File: src/rtl/maxpool2x2_stream.sv
// Streaming 2x2 stride-2 max-pool over a raster-order signed pixel stream.
// Half-row partial maxima live in a row buffer; pooled results saturate to OUT_WIDTH bits.
module maxpool2x2_stream #(
    parameter int unsigned DATA_WIDTH = 32,
    parameter int unsigned OUT_WIDTH  = 8,
    parameter int unsigned IMG_W      = 26,
    parameter int unsigned IMG_H      = 26
) (
    input  logic                  clk_i,
    input  logic                  rst_i,
    input  logic                  start_i,
    input  logic [DATA_WIDTH-1:0] in_data_i,
    input  logic                  in_valid_i,
    output logic                  in_ready_o,
    output logic [OUT_WIDTH-1:0]  out_data_o,
    output logic                  out_valid_o,
    input  logic                  out_ready_i,
    output logic                  out_last_o,
    output logic                  busy_o,
    output logic                  frame_done_o
);

    localparam int unsigned PW    = IMG_W / 2;
    localparam int unsigned PH    = IMG_H / 2;
    localparam int unsigned COL_W = (IMG_W > 1) ? $clog2(IMG_W) : 1;
    localparam int unsigned ROW_W = (IMG_H > 1) ? $clog2(IMG_H) : 1;
    localparam int unsigned K_W   = (PW > 1) ? $clog2(PW) : 1;
    localparam logic        ODD_W = (IMG_W % 2) == 1;
    localparam logic        ODD_H = (IMG_H % 2) == 1;
    localparam logic signed [DATA_WIDTH-1:0] SAT_MAX = DATA_WIDTH'((2 ** OUT_WIDTH) - 1);

    typedef enum logic [1:0] {
        IDLE  = 2'd0,
        RUN   = 2'd1,
        DRAIN = 2'd2
    } state_e;

    state_e                        state_q, state_d;
    logic [COL_W-1:0]              col_q, col_d;
    logic [ROW_W-1:0]              row_q, row_d;
    logic signed [DATA_WIDTH-1:0]  pair_q, pair_d;
    logic [OUT_WIDTH-1:0]          out_data_q, out_data_d;
    logic                          out_valid_q, out_valid_d;
    logic                          out_last_q, out_last_d;
    logic                          busy_q, busy_d;
    logic                          frame_done_q, frame_done_d;
    logic signed [DATA_WIDTH-1:0]  rowbuf_q [PW];

    logic                          accept;
    logic                          last_col, last_row;
    logic                          col_live, row_live;
    logic [K_W-1:0]                k;
    logic signed [DATA_WIDTH-1:0]  pm, rb_rd, res;
    logic                          rb_we;

    function automatic logic [OUT_WIDTH-1:0] saturate(input logic signed [DATA_WIDTH-1:0] v);
        if (v[DATA_WIDTH-1]) begin
            return '0;
        end else if (v > SAT_MAX) begin
            return '1;
        end
        return OUT_WIDTH'(v);
    endfunction

    assign in_ready_o   = (state_q == RUN) && !start_i && (!out_valid_q || out_ready_i);
    assign accept       = in_valid_i && in_ready_o;
    assign out_data_o   = out_data_q;
    assign out_valid_o  = out_valid_q;
    assign out_last_o   = out_last_q;
    assign busy_o       = busy_q;
    assign frame_done_o = frame_done_q;

    // Trailing odd column/row pixels are consumed but never enter a window.
    assign last_col = (col_q == COL_W'(IMG_W - 1));
    assign last_row = (row_q == ROW_W'(IMG_H - 1));
    assign col_live = !(ODD_W && last_col);
    assign row_live = !(ODD_H && last_row);
    assign k        = K_W'(col_q >> 1);
    assign rb_rd    = rowbuf_q[k];
    assign pm       = ($signed(in_data_i) > pair_q) ? $signed(in_data_i) : pair_q;
    assign res      = (rb_rd > pm) ? rb_rd : pm;

    always_comb begin
        state_d      = state_q;
        col_d        = col_q;
        row_d        = row_q;
        pair_d       = pair_q;
        out_data_d   = out_data_q;
        out_valid_d  = out_valid_q;
        out_last_d   = out_last_q;
        busy_d       = busy_q;
        frame_done_d = 1'b0;
        rb_we        = 1'b0;

        if (out_valid_q && out_ready_i) begin
            out_valid_d = 1'b0;
            out_last_d  = 1'b0;
        end

        // start_i arms a frame from IDLE and aborts/restarts one in progress.
        if (start_i) begin
            col_d       = '0;
            row_d       = '0;
            busy_d      = 1'b1;
            out_valid_d = 1'b0;
            out_last_d  = 1'b0;
            state_d     = RUN;
        end else begin
            case (state_q)
                RUN: begin
                    if (accept) begin
                        if (last_col) begin
                            col_d = '0;
                            row_d = last_row ? '0 : row_q + ROW_W'(1);
                            if (last_row) begin
                                state_d = DRAIN;
                            end
                        end else begin
                            col_d = col_q + COL_W'(1);
                        end

                        if (col_live && row_live) begin
                            if (!col_q[0]) begin
                                pair_d = $signed(in_data_i);
                            end else if (!row_q[0]) begin
                                rb_we = 1'b1;
                            end else begin
                                out_data_d  = saturate(res);
                                out_valid_d = 1'b1;
                                out_last_d  = (row_q == ROW_W'(2 * PH - 1)) &&
                                              (col_q == COL_W'(2 * PW - 1));
                            end
                        end
                    end
                end
                DRAIN: begin
                    if (!out_valid_q || out_ready_i) begin
                        frame_done_d = 1'b1;
                        busy_d       = 1'b0;
                        state_d      = IDLE;
                    end
                end
                default: state_d = IDLE;
            endcase
        end
    end

    always_ff @(posedge clk_i or posedge rst_i) begin
        if (rst_i) begin
            state_q      <= IDLE;
            col_q        <= '0;
            row_q        <= '0;
            pair_q       <= '0;
            out_data_q   <= '0;
            out_valid_q  <= 1'b0;
            out_last_q   <= 1'b0;
            busy_q       <= 1'b0;
            frame_done_q <= 1'b0;
        end else begin
            state_q      <= state_d;
            col_q        <= col_d;
            row_q        <= row_d;
            pair_q       <= pair_d;
            out_data_q   <= out_data_d;
            out_valid_q  <= out_valid_d;
            out_last_q   <= out_last_d;
            busy_q       <= busy_d;
            frame_done_q <= frame_done_d;
        end
    end

    // Row buffer holds even-row pair maxima; every entry is written before it is read.
    always_ff @(posedge clk_i) begin
        if (rb_we) begin
            rowbuf_q[k] <= pm;
        end
    end

endmodule
File: config.mk
export PLATFORM = sky130hd
export DESIGN_NAME = maxpool2x2_stream
export DESIGN_NICKNAME = d
export VERILOG_FILES = /design/src/rtl/maxpool2x2_stream.sv
export SDC_FILE = /design/constraint.sdc
export NUM_CORES = 1
export LEC_CHECK = 0
export BUFFER_PORTS_ARGS = -buffer_cell sky130_fd_sc_hd__buf_2
export CORE_MARGIN = 2
export CORE_UTILIZATION = 61
export CTS_BUF_LIST = sky130_fd_sc_hd__clkbuf_4 sky130_fd_sc_hd__clkbuf_8
export DETAILED_ROUTE_END_ITERATION = 10
export PLACE_DENSITY = 0.78
export SYNTH_ARGS = -nofsm -noshare
export SYNTH_HDL_FRONTEND = slang
export SYNTH_SLANG_ARGS = --single-unit
File: constraint.sdc
create_clock -name clk_i -period 15.8 [get_ports clk_i]
set_clock_uncertainty 0.15 [all_clocks]
set_input_delay 1.58 -clock clk_i [delete_from_list [all_inputs] [get_ports clk_i]]
set_output_delay 1.58 -clock clk_i [all_outputs]
set_load 0.02 [all_outputs]
# Word level (Yosys, flattened, before mapping)
# Memory sizes are Yosys's and may differ from the RTL's.
# Index checks and enable logic that the tools add are counted.
dict set report word_totals {
  reg_bits 56
  ramBits 416
  input_bits 37
  out_inout_bits 13
  elab_cells 96
  memories 1
}
dict set report classes {
  n_addsub 2
  magnitude_cmp 3
  n_eq_ne 8
  n_mux 52
  bitwise 2
  n_reduce_logical 19
}
# memory depth width read_ports rd_clocked_by_memory_dff write_ports line
set memory_table {}
lappend memory_table {rowbuf_q 13 32 1 0 1 47} ;# logic signed [DATA_WIDTH-1:0] rowbuf_q [PW];
# op count
set ops {}
lappend ops {{$gt 32x32->1} 2}
lappend ops {{$mux 32} 2}
lappend ops {{$mux 5} 9}
lappend ops {{$gt 32x9->1 const B} 1}
lappend ops {{$mux 1} 32}
lappend ops {{$mux 8} 3}
lappend ops {{$ne 3x3->1 const B} 4}
lappend ops {{$add 5x1->5 const B} 2}
lappend ops {{$eq 5x5->1 const B} 2}
lappend ops {{$mux 2} 5}
lappend ops {{$reduce_bool 2->1} 5}
lappend ops {{$reduce_and 4->1} 2}
lappend ops {{$logic_and 1x1->1} 5}
lappend ops {{$reduce_and 5->1} 1}
lappend ops {{$pmux 2 s2} 1}
lappend ops {{$reduce_and 2->1} 2}
lappend ops {{$reduce_and 3->1} 1}
lappend ops {{$eq 2x1->1 const B} 1}
lappend ops {{$eq 2x2->1 const B} 1}
lappend ops {{$logic_not 1->1} 2}
lappend ops {{$not 1->1} 2}
lappend ops {{$logic_or 1x1->1} 1}

# Depth between registers and ports, before layout
# Gate-level depths: netlist of run 1.
dict set report depth {
  word_depth 13
  depth_mapped 24
  ltp_nobuf 21
}

# Worst setup path after synthesis of run 1
# Ideal clock, no wire load.
dict set report synth_path {
  path_type {input -> register}
  from {input start_i}
  to {memory rowbuf_q[3][0], enable pin}
  setup_time_ps 502
  arrival_ps 6518
  required_time_ps 15148
  slack_ps 8630
  cell_stages 6
  path_buffers 1
  path_cell_list {clkbuf_1 -> nor4b_1 -> and2_0 -> nand2_1 -> or3_1 -> nor4_1}
}
dict set report synth_via {
  elab_chain_len 9
}
# item line
set synth_lines {}
lappend synth_lines {{start: declaration} 11} ;# input logic start_i,
lappend synth_lines {{$logic_not 1->1} 65} ;# assign in_ready_o = (state_q == RUN) && !start_i && (!out_valid_q || out_ready_i);
lappend synth_lines {{$logic_and 1x1->1 (2 in series)} 65}
lappend synth_lines {{net in_ready_o} 14} ;# output logic in_ready_o,
lappend synth_lines {{$logic_and 1x1->1} 66} ;# assign accept = in_valid_i && in_ready_o;
lappend synth_lines {{$mux 1} 111} ;# if (accept) begin
lappend synth_lines {{$mux 1} 109} ;# case (state_q)
lappend synth_lines {{$mux 1} 101} ;# if (start_i) begin
lappend synth_lines {{$mux 1} 174} ;# if (rb_we) begin
lappend synth_lines {{$mux 1 (not written as such)} 175} ;# rowbuf_q[k] <= pm;
lappend synth_lines {{end: declaration} 47}
# The timed path passes the listed nets, and every way through them passes these cells.

# Worst setup path after layout of run 1
dict set report layout_path {
  from {input in_data_i[31]}
  to {register out_data_q[5] (netlist: out_data_o[5])}
}
dict set report layout_via {
  elab_chain_len 13
  word_cells_on_any_way 14
  classes_between {order compare: 3; mux: 11}
}
# item line
set layout_lines {}
lappend layout_lines {{start: declaration} 12} ;# input logic [DATA_WIDTH-1:0] in_data_i,
lappend layout_lines {{$gt 32x32->1 *} 80} ;# assign pm = ($signed(in_data_i) > pair_q) ? $signed(in_data_i) : pair_q;
lappend layout_lines {{$mux 32 *} 80}
lappend layout_lines {{net pm[17]} 53} ;# logic signed [DATA_WIDTH-1:0] pm, rb_rd, res;
lappend layout_lines {{$gt 32x32->1} 81} ;# assign res = (rb_rd > pm) ? rb_rd : pm;
lappend layout_lines {{$mux 32 *} 81}
lappend layout_lines {{$gt 32x9->1} 59} ;# end else if (v > SAT_MAX) begin
lappend layout_lines {{$mux 1} 59}
lappend layout_lines {{$mux 1} 57} ;# if (v[DATA_WIDTH-1]) begin
lappend layout_lines {{$mux 1} 125} ;# end else if (!row_q[0]) begin
lappend layout_lines {{$mux 1} 123} ;# if (!col_q[0]) begin
lappend layout_lines {{$mux 1} 111}
lappend layout_lines {{$mux 1} 109}
lappend layout_lines {{$mux 1} 101}
lappend layout_lines {{$mux 8 *} 62} ;# return OUT_WIDTH'(v);
lappend layout_lines {{end signal: assignment} 164} ;# out_data_q <= out_data_d;
lappend layout_lines {{end: declaration} 42} ;# logic [OUT_WIDTH-1:0] out_data_q, out_data_d;
# The timed path passes the listed nets; every way through them passes the cells marked *. The select of a mux whose other input is x is not followed.
# A chain may end at the register's enable or synchronous reset.

==> results.sh, run 1 <==
export IMPL_cp_required_ps=16100
export IMPL_stdcell_count=1781
export IMPL_cts_resized=0
export IMPL_cts_num_sinks=472
export IMPL_netlist_area_um2=20370
export IMPL_gp_congestion=0.8989
export IMPL_pre_cts_slack_ps=8312
export IMPL_path_delay_family="compound AO/OA/AOI/OAI gates"
export IMPL_outcome="finished clean"
export IMPL_drt_iter0_drc=1367
export IMPL_r2r_cells=20
export IMPL_timing_hold_ws_ps=347.1
export IMPL_path_depth=20
export IMPL_dp_cells=1648
export IMPL_switching_power_mw=0.7695
export IMPL_io_buffers=49
export IMPL_dpl_hpwl_um=26530
export IMPL_slowest_stage="o31a_2"
export IMPL_synthArstFlopShare_pct=11.86
export IMPL_initial_core_util_pct=62.29
export IMPL_min_path_cells=1
export IMPL_viasPerCell=6.428
export IMPL_drv_cap=0
export IMPL_synthCells=1186
export IMPL_synth_nets=1289
export IMPL_power_leakage_nw=7.768
export IMPL_finalSetupViolCount=0
export IMPL_synth_top_area_cell="edfxtp_1"
export IMPL_cp_data_arrival_time_ps=7290
export IMPL_cp_common_cell="a21o_1"
export IMPL_cpPeakStageDelay_ps=950
export IMPL_seqPwrFrac_pct=51.3
export IMPL_yosysWarnings=0
export IMPL_vias=11450
export IMPL_hold_violations=0
export IMPL_critPathBufInv=3
export IMPL_synth_edf_count=416
export IMPL_rows=66
export IMPL_cts_hold_buffers=0
export IMPL_layout_commonest_cell="edfxtp_1"
export IMPL_area_growth_pct=11.31
export IMPL_yosys_most_used_dff="edfxtp_1"
export IMPL_switching_share_pct=26.20
export IMPL_min_period_ps=6987
export IMPL_grt_pass1_wl_um=68230
export IMPL_insertion_delay_ps=630
export IMPL_grt_antenna_before_repair=1
export IMPL_period_share_pct=44.22
export IMPL_cts_max_path_buffers=3
export IMPL_synth_top_area_share_pct=61.33
export IMPL_cp_cell_sequence="buf_2, ha_1, nand4_1, inv_1, a221o_1, nor3_1, o31a_2, a21o_1, inv_1, ha_1, a21o_1, a21o_1, a21o_1, a21o_1, a21oi_1, o21ai_0, a221o_1, or4_1, nand3_1, a31oi_1"
export IMPL_pwr_share_clk_pct=34.6
export IMPL_ys_ff_latch=472
export IMPL_overflow=0
export IMPL_p_int_mw=2.168
export IMPL_drc=0
export IMPL_routedWlPerCell_um=25.01
export IMPL_dr_pass1_iters=5
export IMPL_grt_usage_pct=26.28
export IMPL_grt_max_degree=65
export IMPL_drive_gt1_share_pct=26.89
export IMPL_ant_nets=0
export IMPL_critPathKind="in -> reg"
export IMPL_worst_hold_path_type="reg -> reg"
export IMPL_die_w_um=186.7
export IMPL_io_pin_count=50
export IMPL_cp_end_kind="flop"
export IMPL_cts_htree_levels=3
export IMPL_die_area_um2=34870
export IMPL_yosysSeqAreaShare_pct=68.21
export IMPL_wl_um=44550
export IMPL_tightest_slew_ps=1223
export IMPL_finalSetupTns_ps=0
export IMPL_start_kind="input pin"
export IMPL_clk_pin_slew_ps=60
export IMPL_synthTopCellsByArea="edfxtp_1, mux4_2, dfrtp_1"
export IMPL_die_h_um=186.7
export IMPL_slew_viol_final=0
export IMPL_fin_ws_ps=8813
export IMPL_combPwrFrac_pct=14.2
export IMPL_slew_limit_headroom_pct=18.29
export IMPL_final_nets=1386
export IMPL_rsz0062_at_grt="false"
export IMPL_coreArea_um2=32700
export IMPL_clock_fmax_ghz=0.1431
export IMPL_synth_avg_cell_area_um2=17.17
export IMPL_p_per_area_nw_per_um2=129.5
export IMPL_n_antenna_cell=0
export IMPL_numCtsBuffers=75
export IMPL_irDropWorstVdd_mv=0.05999
export IMPL_cp_max_fo=57
export IMPL_post_cts_repair_setup_buffers=0
export IMPL_cts_tree="built"
export IMPL_cts_root_buffer="clkbuf_8"
export IMPL_netlist_cell_type_count=53
export IMPL_grt_pass1_vias=11450
export IMPL_final_cell_mix="edfxtp_1, mux4_2, clkbuf_8"
cells in the mapped netlist, types with 8 or more instances:
cell	count
a21o_1	19
a21oi_1	56
a31oi_1	11
buf_2	14
clkbuf_1	27
dfrtp_1	56
edfxtp_1	416
ha_1	66
inv_1	69
mux4_2	129
nand2_1	57
nand3_1	14
nand4_1	16
nor2_1	57
nor3_1	13
nor4_1	19
o211ai_1	12
o21ai_0	46
or3_1	8
flip-flops by register name, indices dropped and copies added, names as in the netlist:
register / cells
frame_done_o: 1
state_q: 2
rowbuf_q: 416
out_valid_o: 1
out_data_o: 8
pair_q: 32
busy_o: 1
col_q: 5
row_q: 5
out_last_o: 1
kinds of logic after synthesis:
logic type | after synthesis | share of synthesized area (%)
compound gates | 173 | 5.344
mux | 135 | 14.58
simple gates | 220 | 5.400
buf+inv | 120 | 2.408
flops | 472 | 68.21
fa+ha+maj | 66 | 4.054
area by class of cell:
type / count / area, um2
Clock buffer: 119 / 1394
Clock inverter: 14 / 75.07
Fill cell: 2044 / 10030
Inverter: 69 / 259.0
Multi-Input combinational cell: 594 / 6077
Sequential cell: 472 / 13900
Tap cell: 442 / 553.0
Timing Repair Buffer: 71 / 410.4
final timing paths:
path / start / endpoint / slack (ps)
setup / recovery: in_data_i[31] / out_data_o[5] / 8810
hold / removal: state_q[0] / frame_done_o / 350
setup reg to reg: pair_q[15] / out_data_o[5] / 9460
hold reg to reg: state_q[0] / frame_done_o / 350
max in group asynchronous: rst_i / col_q[2] / 13940
min in group asynchronous: rst_i / pair_q[7] / 1030
per-stage QoR:
| stage | power (mW) | util (%) | cell area [um2] |
|---|---|---|---|
| final | 2.937 | 69.33 | 22670 |
| after global routing | 3.058 | 69.33 | 22670 |
| after CTS | 2.948 | 69.33 | 22670 |
| after detailed placement | 1.937 | 64.84 | 21200 |
| after global placement | 1.916 | 64.84 | 21200 |
| after floorplan | 1.798 | - | 20370 |
metal layers:
layer / track usage [%] / share of wire (%) / up-vias
li1: - / - / 4945
met1: 37.01 / 41 / 5828
met2: 41.66 / 48 / 591
met3: 5.153 / 8.5 / 85
met4: 9.585 / 2.6 / 0
met5: 0 / 0 / -
worst register-to-register path: cells and delay by family (launching register included):
kind,cells,cell delay (ps)
buf+inv,2,170
simple gates,4,1390
flops,1,360
compound gates,12,3450
fa+ha+maj,2,650
power groups by stage:
stage	sequential, mW	clock [mW]	combinational (mW)
after floorplan	1.53	0	0.266
after global placement	1.53	0	0.387
after detailed placement	1.53	0	0.406
after CTS	1.51	1.03	0.409
after global routing	1.51	1.09	0.461
final	1.51	1.02	0.416
Note: power is estimated with default switching activity, not from simulation.
==> run 2, diff against run 1 <==
==> constraint.sdc (replaced) <==
create_clock -name clk_i -period 6.6 [get_ports clk_i]
set_clock_uncertainty 0.15 [all_clocks]
set_input_delay 0.66 -clock clk_i [delete_from_list [all_inputs] [get_ports clk_i]]
set_output_delay 0.66 -clock clk_i [all_outputs]
set_load 0.02 [all_outputs]
==> run 2 against run 1 <==
  * Global-route usage grew 0.46 points
  * First-iteration DRC count is 0.15% lower
  * Cell count increased by 0.62%
  * Wire length increased by 2.0%
  * Sequential share of layout area is 0.12 points lower
  * Critical path depth did not move
  * Critical path type is now reg -> reg
  * Sequential power up 140%
  * Setup slack worse by 8200 ps
==> results.sh, run 2 (same netlist as run 1, synthesis figures left out) <==
export IMPL_pwr_share_clk_pct=34.0
export IMPL_die_area_um2=34870
export IMPL_p_per_area_nw_per_um2=307.8
export IMPL_pre_cts_slack_ps=293.8
export IMPL_area_growth_pct=11.54
export IMPL_grt_usage_pct=26.74
export IMPL_insertion_delay_ps=600
export IMPL_slowest_stage="or4_1"
export IMPL_n_antenna_cell=0
export IMPL_finalSetupViolCount=0
export IMPL_period_share_pct=91.27
export IMPL_wl_um=45420
export IMPL_switching_power_mw=1.856
export IMPL_finalSetupTns_ps=0
export IMPL_die_h_um=186.7
export IMPL_regArea_um2=13900
export IMPL_critPathBufInv=1
export IMPL_post_cts_repair_setup_buffers=0
export IMPL_min_period_ps=6024
export IMPL_io_pin_count=50
export IMPL_rsz0062_at_grt="false"
export IMPL_hold_violations=0
export IMPL_dr_pass1_iters=5
export IMPL_irDropWorstVdd_mv=0.1466
export IMPL_dpl_hpwl_um=27910
export IMPL_cts_max_path_buffers=3
export IMPL_stdcell_count=1792
export IMPL_slew_viol_final=0
export IMPL_grt_max_degree=65
export IMPL_io_buffers=49
export IMPL_cts_tree="built"
export IMPL_cp_end_kind="flop"
export IMPL_overflow=0
export IMPL_final_nets=1395
export IMPL_critPathKind="reg -> reg"
export IMPL_grt_pass1_vias=11720
export IMPL_cp_cell_sequence="inv_1, ha_1, nand4_1, nor4_1, a21boi_0, o31a_1, o31a_2, nor2_1, a21oi_1, ha_1, a21o_1, a21o_1, a21o_1, a21o_1, a21o_1, a21o_1, a221o_1, or4_1, nand3_1, a31oi_1"
export IMPL_cts_num_sinks=472
export IMPL_vias=11570
export IMPL_layout_commonest_cell="edfxtp_1"
export IMPL_outcome="finished clean"
export IMPL_gp_congestion=0.9345
export IMPL_initial_core_util_pct=62.29
export IMPL_drv_cap=0
export IMPL_cp_common_cell="a21o_1"
export IMPL_die_w_um=186.7
export IMPL_power_leakage_nw=7.784
export IMPL_tightest_slew_ps=1190
export IMPL_coreArea_um2=32700
export IMPL_cp_max_fo=31
export IMPL_regMostFlops="rowbuf_q"
export IMPL_fin_ws_ps=576.2
export IMPL_cts_resized=0
export IMPL_routedWlPerCell_um=25.35
export IMPL_cts_root_buffer="clkbuf_8"
export IMPL_drive_gt1_share_pct=26.52
export IMPL_viasPerCell=6.456
export IMPL_seqPwrFrac_pct=51.6
export IMPL_path_delay_family="compound AO/OA/AOI/OAI gates"
export IMPL_clock_fmax_ghz=0.1660
export IMPL_ant_nets=0
export IMPL_switching_share_pct=26.53
export IMPL_worst_hold_path_type="in -> async"
export IMPL_start_kind="flop"
export IMPL_drt_iter0_drc=1365
export IMPL_dp_cells=1657
export IMPL_cpPeakStageDelay_ps=690
export IMPL_cp_data_arrival_time_ps=6300
export IMPL_cts_htree_levels=3
export IMPL_clk_pin_slew_ps=60
export IMPL_combPwrFrac_pct=14.4
export IMPL_cp_required_ps=6880
export IMPL_rows=66
export IMPL_grt_pass1_wl_um=69900
export IMPL_slew_limit_headroom_pct=20.49
export IMPL_fin_util_pct=69.47
export IMPL_cts_hold_buffers=0
export IMPL_largest_reg_flops=416
export IMPL_p_int_mw=5.138
export IMPL_multi_input_area_um2=6077
export IMPL_drc=0
export IMPL_numCtsBuffers=75
export IMPL_fill_cells=2017
export IMPL_final_cell_mix="edfxtp_1, mux4_2, clkbuf_8"
export IMPL_grt_antenna_before_repair=0
-- run 2: area by class of cell --
| class | count | area share [%] |
|---|---|---|
| tap | 442 | 2.434 |
| multi-input combinational | 594 | 26.75 |
| clock buffer | 102 | 5.519 |
| timing repair buffer | 80 | 2.159 |
| clock inverter | 33 | 0.7986 |
| sequential | 472 | 61.20 |
| inverter | 69 | 1.140 |
-- run 2: worst min-delay path, delay by kind of cell --
family | cells | cell delay [ps]
buf+inv | 3 | 700
-- run 2: power by group through the flow --
| stage | Clock, mW | Sequential (mW) | Combinational, mW |
|---|---|---|---|
| 6_report | 2.38 | 3.61 | 1.01 |
| 5_1_grt | 2.55 | 3.61 | 1.12 |
| 4_1_cts | 2.42 | 3.60 | 0.993 |
| 3_5_place_dp | 0 | 3.67 | 0.991 |
| 3_3_place_gp | 0 | 3.66 | 0.942 |
| 2_1_floorplan | 0 | 3.67 | 0.638 |
-- run 2: layer usage --
metal  share of wire, %  vias to the layer above  global-route usage, %
met5                  0                        -                      0
met4                2.2                        0                  8.944
met3                9.1                       70                  5.360
met2                 48                      640                  41.96
met1                 41                     5894                  38.32
li1                   -                     4965                      -
-- run 2: path summary, 6_finish.rpt --
path	from	slack (ps)	cells after the start	endpoint
worst max-delay path	pair_q[15]	580	20	out_data_o[7]
worst min-delay path	rst_i	110	3	state_q[0]
worst max register to register	pair_q[15]	580	20	out_data_o[7]
worst min register to register	state_q[0]	340	1	frame_done_o
max in group asynchronous	rst_i	5650	3	col_q[1]
min in group clk_i	in_data_i[7]	170	3	pair_q[7]
-- run 2: stage by stage --
stage | cell area, um2 | hold WS [ps] | power (mW)
after floorplan | 20370 | 300.1 | 4.304
after global placement | 21280 | 321.6 | 4.603
after detailed placement | 21280 | 321.8 | 4.657
after CTS | 22720 | 100.1 | 7.018
after global routing | 22720 | 156.5 | 7.284
final | 22720 | 114.4 | 6.993
==> run 3, diff against run 2 <==
--- a/config.mk
+++ b/config.mk
@@ -5,6 +5,7 @@
 export SDC_FILE = /design/constraint.sdc
 export NUM_CORES = 1
 export LEC_CHECK = 0
+export ABC_AREA = 1
 export BUFFER_PORTS_ARGS = -buffer_cell sky130_fd_sc_hd__buf_2
 export CORE_MARGIN = 2
 export CORE_UTILIZATION = 61
==> run 3 against run 2 <==
  * Via count grew 19%
  * Combinational power grew 21%
  * Maximum frequency grew 19%
  * Synthesized cell count grew 35%
  * Flip-flop and latch count is the same
  * Register-to-register slack gained 940 ps
  * Hold slack gained 18 ps
  * Utilization shrank 0.33 points
  * Largest power group unchanged
==> results.sh, run 3 <==
export IMPL_grtUsageMet3_pct=7.078
export IMPL_start_kind="flop"
export IMPL_irDropWorstVdd_mv=0.2889
export IMPL_synthArstFlopShare_pct=11.86
export IMPL_yosys_most_used_dff="edfxtp_1"
export IMPL_synth_compound_area_share_pct=9.854
export IMPL_grt_pass1_wl_um=75970
export IMPL_power_leakage_nw=8.344
export IMPL_cp_required_ps=6990
export IMPL_synth_edf_count=416
export IMPL_muxShareOfSynthArea_pct=0
export IMPL_synthSimpleGateAreaFrac_pct=12.86
export IMPL_synth_top_area_share_pct=62.47
export IMPL_drc=0
export IMPL_grt_antenna_before_repair=1
export IMPL_dr_pass1_iters=7
export IMPL_ant_nets=0
export IMPL_slew_limit_headroom_pct=20.88
export IMPL_synthTopCellsByCount="edfxtp_1, nand2_1, a22oi_1, inv_1, a21oi_1"
export IMPL_hold_violations=0
export IMPL_synth_fa_ha_area_share_pct=4.129
export IMPL_synthCells=1606
export IMPL_final_nets=1804
export IMPL_finalSetupTns_ps=0
export IMPL_overflow=0
export IMPL_cts_tree="built"
export IMPL_timing_hold_ws_ps=132.6
export IMPL_cp_end_kind="flop"
export IMPL_grt_max_degree=89
export IMPL_cts_root_buffer="clkbuf_8"
export IMPL_synth_top_area_cell="edfxtp_1"
export IMPL_synth_avg_cell_area_um2=12.45
export IMPL_grt_pass1_vias=13210
export IMPL_gr_usage_met1_pct=42.06
export IMPL_yosysMostFrequentCell="edfxtp_1"
export IMPL_regMostFlops="rowbuf_q"
export IMPL_post_cts_repair_setup_buffers=0
export IMPL_die_area_um2=34250
export IMPL_synthTopCellsByArea="edfxtp_1, nand2_1, dfrtp_1"
export IMPL_power_mw=7.279
export IMPL_routedWlPerCell_um=22.80
export IMPL_vias=13720
export IMPL_gp_congestion=0.9346
export IMPL_busiest_layer="met2"
export IMPL_io_pin_count=50
export IMPL_die_w_um=185.1
export IMPL_drt_iter0_drc=1789
export IMPL_cp_max_fo=64
export IMPL_yosysSeqAreaShare_pct=69.47
export IMPL_ys_ff_latch=472
export IMPL_period_share_pct=77.00
export IMPL_largest_reg_flops=416
export IMPL_grt_usage_pct=30.01
export IMPL_clk_pin_slew_ps=60
export IMPL_viasPerCell=6.241
export IMPL_coreArea_um2=32370
export IMPL_area_growth_pct=11.92
export IMPL_io_buffers=49
export IMPL_layout_commonest_cell="edfxtp_1"
export IMPL_worst_hold_path_type="in -> async"
export IMPL_critPathKind="reg -> reg"
export IMPL_outcome="finished clean"
export IMPL_n_antenna_cell=0
export IMPL_synth_xor_area_share_pct=0
export IMPL_p_per_area_nw_per_um2=325.2
export IMPL_netlist_cell_type_count=44
export IMPL_yosysWarnings=0
export IMPL_finalSetupViolCount=0
export IMPL_wl_um=50120
export IMPL_cts_max_path_buffers=3
export IMPL_cts_num_sinks=472
export IMPL_numCtsBuffers=72
export IMPL_synth_top_family_by_area="simple AND/OR/NAND/NOR gates"
export IMPL_clock_fmax_ghz=0.1968
export IMPL_synth_nets=1709
export IMPL_insertion_delay_ps=600
export IMPL_dpl_hpwl_um=29390
export IMPL_cts_resized=0
export IMPL_cts_hold_buffers=0
export IMPL_slew_viol_final=0
export IMPL_drive_gt1_share_pct=14.64
export IMPL_cts_htree_levels=3
export IMPL_tightest_slew_ps=1183
export IMPL_rsz0062_at_grt="false"
export IMPL_drv_cap=0
export IMPL_netlist_area_um2=20000
export IMPL_final_cell_mix="edfxtp_1, nand2_1, a22oi_1"
export IMPL_cp_data_arrival_time_ps=5470
export IMPL_initial_core_util_pct=61.78
export IMPL_met2_usage_pct=46.89
export IMPL_rows=66
export IMPL_die_h_um=185.1
export IMPL_min_period_ps=5082
[run 3: area by class of cell]
type                    count  area [um2]
flip-flops and latches    472       13890
fillers                  2219        9990
multi-input cells         951        5499
clock buffers             104        1269
repair buffers             85       553.0
well taps                 442       553.0
inverters                 119       446.7
clock inverters            25       167.7
[run 3: report_power, final]
part | internal, mW | switching (mW)
Sequential | 3.61 | 0.0396
Combinational | 0.319 | 0.898
Clock | 1.32 | 1.10
[run 3: stage by stage]
| stage | util [%] | std cells | area [um2] | worst slack (ps) |
|---|---|---|---|---|
| detailed placement | 64.70 | 2069 | 20950 | 1171 |
| floorplan | - | 1606 | 20000 | 1699 |
| global placement | 64.70 | 2069 | 20950 | 1343 |
| CTS | 69.14 | 2198 | 22380 | 1549 |
| finish | 69.14 | 2198 | 22380 | 1518 |
| global route | 69.14 | 2198 | 22380 | 1054 |
[run 3: worst paths after layout]
path	start	to	slack, ps	cells after the start
setup / recovery	pair_q[5]	out_data_o[2]	1520	27
hold / removal	rst_i	pair_q[5]	130	3
setup reg to reg	pair_q[5]	out_data_o[2]	1520	27
hold reg to reg	out_data_o[0]	out_data_o[0]	330	2
max in group asynchronous	rst_i	pair_q[23]	5650	3
min in group clk_i	in_data_i[13]	pair_q[13]	200	3
[run 3: cell families (layout without fill, tap and decap cells)]
kind of cell	count (synthesis)	in the layout
simple gates	580	580
compound gates	305	305
flops	472	472
fa+ha+maj	66	66
buf+inv	183	333
[run 3: critical path, cell delays in order (launching register included)]
cell	delay [ps]
dfrtp_1	380
inv_1	70
ha_1	300
a21oi_1	140
nor2_1	50
nor2_1	110
nand2_1	70
nand2_1	60
nand2_1	40
nand2_1	80
nand2_1	70
nand2_2	110
nand3_4	480
o21ai_1	760
ha_1	370
nand2_1	70
nor2_1	50
a211oi_1	170
o221ai_1	180
a21oi_1	250
nand2_1	130
nand2_4	130
nand3_2	220
nand2_1	120
nand2_1	120
nor2_8	200
nand2_1	80
nand2_1	60
[run 3: metal layers]
layer	wire length, um	vias to the layer above
met4	1180	2
li1	-	6074
met1	19760	6650
met3	5871	97
met5	13	-
met2	23290	894
